<file path="config.mk">
export PLATFORM = sky130hd
export DESIGN_NAME = config_reg_bank
export DESIGN_NICKNAME = d
export VERILOG_FILES = /design/src/rtl/config_reg_bank.sv
export SDC_FILE = /design/constraint.sdc
export NUM_CORES = 1
export LEC_CHECK = 0
export CORE_ASPECT_RATIO = 1.4
export CORE_UTILIZATION = 26
export DETAILED_ROUTE_END_ITERATION = 8
export GPL_TIMING_DRIVEN = 1
export HOLD_SLACK_MARGIN = 0.02
export SYNTH_ARGS = -nofsm -noshare
export SYNTH_HDL_FRONTEND = slang
export SYNTH_SLANG_ARGS = --single-unit
</file>
<file path="constraint.sdc">
create_clock -name clk -period 5.4 [get_ports clk]
set_clock_uncertainty 0.05 [all_clocks]
set_input_delay 1.08 -clock clk [delete_from_list [all_inputs] [get_ports clk]]
set_output_delay 1.08 -clock clk [all_outputs]
set_load 0.005 [all_outputs]
</file>
<file path="src/rtl/config_reg_bank.sv">
// config_reg_bank: NUM_REGS x DATA_W configuration register bank.
//
// Each register has its own reset value (RESET_VALS) and a per-bit read-only
// mask (RO_MASK). Accesses arrive on a valid/ready request port. Each accepted
// request gets exactly one registered response, in the cycle after the accept.
// A hardware clear sequencer restores the reset values one register per cycle.
//
// Optional feature macro: CFG_LOCK_EN. When it is defined, registers flagged in
// LOCK_MASK reject writes while lock is high. When it is undefined, the lock
// port and LOCK_MASK have no effect.
//
// Ports:
//   clk         in   rising-edge clock
//   reset       in   asynchronous, active-high reset
//   req_valid   in   request present
//   req_ready   out  request can be accepted this cycle
//   req_write   in   1 = write, 0 = read
//   address     in   [ADDR_W-1:0] register index
//   data_in     in   [DATA_W-1:0] write data
//   clear_start in   pulse: restore all reset values
//   lock        in   write lock (CFG_LOCK_EN only)
//   rsp_valid   out  one-cycle response strobe
//   data_out    out  [DATA_W-1:0] read data / write read-back
//   rsp_err     out  response error flag, valid with rsp_valid
//   clear_busy  out  clear sequence in progress
module config_reg_bank #(
  parameter int DATA_W   = 16,
  parameter int NUM_REGS = 8,
  parameter int ADDR_W   = 3,
  parameter logic [NUM_REGS*DATA_W-1:0] RESET_VALS =
    {16'h0001, 16'h0000, 16'h0000, 16'h0000, 16'hABCD, 16'h0000, 16'h0000, 16'hFFFF},
  parameter logic [NUM_REGS*DATA_W-1:0] RO_MASK   = '0,
  parameter logic [NUM_REGS-1:0]        LOCK_MASK = '0
) (
  input  logic              clk,
  input  logic              reset,
  input  logic              req_valid,
  output logic              req_ready,
  input  logic              req_write,
  input  logic [ADDR_W-1:0] address,
  input  logic [DATA_W-1:0] data_in,
  input  logic              clear_start,
  input  logic              lock,
  output logic              rsp_valid,
  output logic [DATA_W-1:0] data_out,
  output logic              rsp_err,
  output logic              clear_busy
);

  typedef enum logic {S_IDLE, S_CLEAR} state_t;

  localparam logic [ADDR_W-1:0] LAST_IDX = ADDR_W'(NUM_REGS - 1);

  state_t                       state_q, state_d;
  logic [ADDR_W-1:0]            idx_q, idx_d;
  logic [NUM_REGS*DATA_W-1:0]   regs_q, regs_d;
  logic                         rsp_valid_q, rsp_valid_d;
  logic [DATA_W-1:0]            data_out_q, data_out_d;
  logic                         rsp_err_q, rsp_err_d;

  logic              accept;
  logic              addr_legal;
  logic              lock_hit;
  logic [DATA_W-1:0] sel_cur;
  logic [DATA_W-1:0] sel_ro;
  logic [DATA_W-1:0] wr_val;

  // clear_start masks ready combinationally, so a request in the same cycle
  // as a clear pulse is never accepted.
  assign req_ready  = (state_q == S_IDLE) && !clear_start;
  assign accept     = req_valid && req_ready;
  assign clear_busy = (state_q == S_CLEAR);
  assign addr_legal = ({1'b0, address} < (ADDR_W + 1)'(NUM_REGS));

  // Select the addressed register and its read-only mask.
  always_comb begin
    sel_cur = '0;
    sel_ro  = '0;
    for (int i = 0; i < NUM_REGS; i++) begin
      if (address == ADDR_W'(i)) begin
        sel_cur = regs_q[i*DATA_W +: DATA_W];
        sel_ro  = RO_MASK[i*DATA_W +: DATA_W];
      end
    end
  end

  // Read-only bits keep their current value on a write.
  assign wr_val = (sel_cur & sel_ro) | (data_in & ~sel_ro);

`ifdef CFG_LOCK_EN
  always_comb begin
    lock_hit = 1'b0;
    for (int i = 0; i < NUM_REGS; i++) begin
      if (address == ADDR_W'(i)) lock_hit = lock && LOCK_MASK[i];
    end
  end
`else
  // The lock input and LOCK_MASK are deliberately left unconnected.
  logic unused_lock;
  assign unused_lock = lock ^ (^LOCK_MASK);
  assign lock_hit    = 1'b0;
`endif

  // Next state: FSM, clear index, register array and response.
  always_comb begin
    state_d     = state_q;
    idx_d       = idx_q;
    regs_d      = regs_q;
    rsp_valid_d = accept;
    data_out_d  = data_out_q;
    rsp_err_d   = rsp_err_q;

    case (state_q)
      S_IDLE: begin
        if (clear_start) begin
          state_d = S_CLEAR;
          idx_d   = '0;
        end
      end
      S_CLEAR: begin
        for (int i = 0; i < NUM_REGS; i++) begin
          if (idx_q == ADDR_W'(i))
            regs_d[i*DATA_W +: DATA_W] = RESET_VALS[i*DATA_W +: DATA_W];
        end
        idx_d = idx_q + 1'b1;
        if (idx_q == LAST_IDX) state_d = S_IDLE;
      end
      default: state_d = S_IDLE;
    endcase

    // Requests are only accepted in IDLE, so this never collides with a
    // clear-sequence register update.
    if (accept) begin
      if (!addr_legal) begin
        data_out_d = '0;
        rsp_err_d  = 1'b1;
      end else if (req_write && !lock_hit) begin
        for (int i = 0; i < NUM_REGS; i++) begin
          if (address == ADDR_W'(i)) regs_d[i*DATA_W +: DATA_W] = wr_val;
        end
        data_out_d = wr_val;
        rsp_err_d  = 1'b0;
      end else begin
        // A read, or a write blocked by the lock: return the current value.
        data_out_d = sel_cur;
        rsp_err_d  = lock_hit && req_write;
      end
    end
  end

  always_ff @(posedge clk or posedge reset) begin
    if (reset) begin
      state_q     <= S_IDLE;
      idx_q       <= '0;
      regs_q      <= RESET_VALS;
      rsp_valid_q <= 1'b0;
      data_out_q  <= '0;
      rsp_err_q   <= 1'b0;
    end else begin
      state_q     <= state_d;
      idx_q       <= idx_d;
      regs_q      <= regs_d;
      rsp_valid_q <= rsp_valid_d;
      data_out_q  <= data_out_d;
      rsp_err_q   <= rsp_err_d;
    end
  end

  assign rsp_valid = rsp_valid_q;
  assign data_out  = data_out_q;
  assign rsp_err   = rsp_err_q;

endmodule

</file>
==> results.json <==
{
  "drt-initial-drc-count": 364,
  "die_y_um": 203,
  "dpl.cell_count": 1143,
  "drive_gt1_share_pct": 13.5,
  "grt_setup_unrepaired": "no",
  "syn2layout_area_growth_pct": 17.4,
  "cts_root_buf": "clkbuf_16",
  "io_buffers": 42,
  "slew_viol_final": 0,
  "r2r_start": "clear_busy$_DFF_PP0_",
  "rows": 73,
  "comb_power_share_pct": 21.6,
  "die_w_um": 145,
  "insertedDiodeCount": 0,
  "p_seq_share_pct": 41.0,
  "first_global_vias": 5944,
  "synth_fp_nets": 813,
  "timing.final.crit_share_pct": 65.3,
  "totalNegativeSetupSlack_ns": 0,
  "cap_viol_max_count": 0,
  "timing.critical_path.from": "clear_start",
  "finalWirelength_um": 21400,
  "grt_max_degree": 78,
  "holdWs_ns": 0.449,
  "clk_latency_ns": 0.42,
  "syn_inst": 782,
  "post_cts_buffers": 0,
  "peakVddDrop_mv": 0.319,
  "setup_ws_ns": 1.87,
  "placed_area_mm2": 0.00812,
  "finalWeightedCongestion": 0.753,
  "timing.fmax_mhz": 284,
  "power.internal_mw": 2.51,
  "layout.nets": 818,
  "setup_violations": 0,
  "period_minus_slack_ns": 3.53,
  "cp-end-kind": "output port",
  "worstSetupStartpointType": "input port",
  "hpwl_um": 12800,
  "cts.clk_slew.worst_paths_ns": 0.06,
  "ys_ff_latch": 149,
  "post_cts_resized": 0,
  "htreeDepth": 4,
  "pre_cts_slack_ns": 1.80,
  "pin_count": 45,
  "wl_met2_um": 11500,
  "cts_tree": "done",
  "m1WireLength_um": 8480,
  "synth_edf_count": 0,
  "synth.avg_cell_area_um2": 9.56,
  "holdCritStartpoint": "regs_q[69]$_DFF_PP0_",
  "required_ns": 4.27,
  "antenna_found_initial": 0,
  "cts_sinks": 149,
  "via_per_inst": 4.98,
  "grt-ovfl-total": 0,
  "drt_first_pass_iters": 4,
  "cts_hold_buf": 0,
  "synthesis.area_mm2": 0.00748,
  "slew_headroom_pct": 25.6,
  "critical_path_peak_fanout": 8,
  "p_leak_nw": 3.50,
  "fin_cells": 1175,
  "seq_area_frac_synth_pct": 50.3,
  "r2r_setup_slack_ns": 2.92,
  "top_layer_used": "met4",
  "yosys_warnings": 0,
  "cts_buffer_depth": 2,
  "ant_nets": 0,
  "path_class": "input port to output port",
  "die-area_mm2": 0.0295,
  "track_usage_pct": 14.9,
  "ys_types": 42,
  "initial_core_util_pct": 26.4,
  "core_mm2": 0.0283,
  "wl_met3_um": 676,
  "p_clk_share_pct": 37.4,
  "fin_area_mm2": 0.00878,
  "swShare_pct": 30.6,
  "holdCritPathClass": "register to register",
  "detail_route.wl_per_cell_um": 18.2,
  "finalHoldViolCount": 0,
  "grt_pass1_wl_um": 33800,
  "synth-main-ff-cell": "dfrtp_1",
  "drcViolationCount": 0,
  "cts_inserted_buffers": 17,
  "p_per_area_mw_per_mm2": 412,
  "worstMarginPinSlew_ns": 1.12,
  "async_reset_ff_share_pct": 100,
  "arrival_ns": 2.40,
  "n_fill_cell": 2984,
  "p_sw_mw": 1.11,
  "status": "finished clean",
  "num_vias": 5851
}
[flip-flops by register name, indices dropped and copies added, names as in the netlist]
signal / cells
data_out: 16
idx_q: 3
rsp_valid: 1
clear_busy: 1
regs_q: 128
[path summary, 6_finish.rpt]
path,cells after the start,to
hold / removal,2,regs_q[69]$_DFF_PP0_
setup / recovery,3,req_ready
hold reg to reg,2,regs_q[69]$_DFF_PP0_
max in group asynchronous,3,regs_q[11]$_DFF_PP1_
min in group asynchronous,2,regs_q[117]$_DFF_PP0_
setup reg to reg,3,data_out[7]$_DFFE_PP0P_
[synth_stat cells (all sizes together), types with 2 or more instances]
cell type,number,area share (%)
nand3,67,4.5
nor3b,3,0.52
mux2,16,2.4
a21oi,59,4.5
nor4b,2,0.64
inv,20,1.0
o21ai,117,7.8
nor2b,2,0.17
clkbuf,27,1.4
and3,2,0.17
o211ai,32,3.2
nor3,27,1.8
nand3b,33,3.5
o31ai,2,0.20
mux2i,32,4.3
dfrtp,122,41
dfstp,27,9.5
ha,6,1.0
buf,44,3.7
o311ai,16,1.9
nand2,112,5.6
nor2,2,0.10
nand4b,2,0.23
[through the flow]
| stage | utilization, % | total power [mW] |
|---|---|---|
| 5_1_grt | 31.0 | 3.78 |
| 3_5_place_dp | 28.7 | 2.29 |
| 4_1_cts | 31.0 | 3.65 |
| 6_report | 31.0 | 3.62 |
| 3_3_place_gp | 28.7 | 2.28 |
| 2_1_floorplan | - | 1.91 |
[final cells by class]
cell class	instances	area, µm²	area share, %
clock buffers	20	437	4.97
repair buffers	57	533	6.07
multi-input cells	542	3270	37.3
inverters	20	80.1	0.912
flip-flops and latches	149	3760	42.9
well taps	375	469	5.34
clock inverters	12	226	2.58
[power groups by stage]
stage                     Clock [mW]  Sequential, mW  Combinational [mW]
after global placement             0            1.50               0.777
final                           1.35            1.48               0.782
after floorplan                    0            1.45               0.464
after CTS                       1.37            1.48               0.795
after detailed placement           0            1.50               0.791
after global routing            1.41            1.51               0.861
[per-layer routing]
metal,track usage (%),vias up
met2,28.6,145
met1,16.3,2877
met3,1.89,37
met4,6.80,0
li1,-,2792
met5,0,-
[worst max-delay path: stages]
cell and delay [ns]:
clkdlybuf4s50_1 0.57, nor2_1 0.21, clkdlybuf4s50_1 0.53
[placed cells by master (no fill, tap or decap), drive strengths merged, types with 2 or more instances in the layout]
master,count
mux2i,32
nand3,67
o21ai,117
buf,18
o31ai,2
ha,6
clkinv,3
nand2,112
nor3,27
dfrtp,122
clkinvlp,2
a21oi,59
nand3b,33
dfstp,27
o211ai,32
bufinv,6
nor2b,2
nor4b,2
and3,2
clkdlybuf4s50,39
nor2,2
o311ai,16
mux2,16
nand4b,2
clkbuf,20
inv,21
nor3b,3
[kinds of logic (layout without fill, tap and decap cells)]
logic type,after synthesis,after routing,share of synthesized area (%)
buffers and inverters,91,109,6.02
and+or+nand+nor,259,259,18.1
AOI/OAI and AO/OA,228,228,17.8
other,1,1,0.0501
DFF,149,149,50.3
adders and majority gates,6,6,1.00
muxes,48,48,6.69
Power figures use the tool's default switching activity.
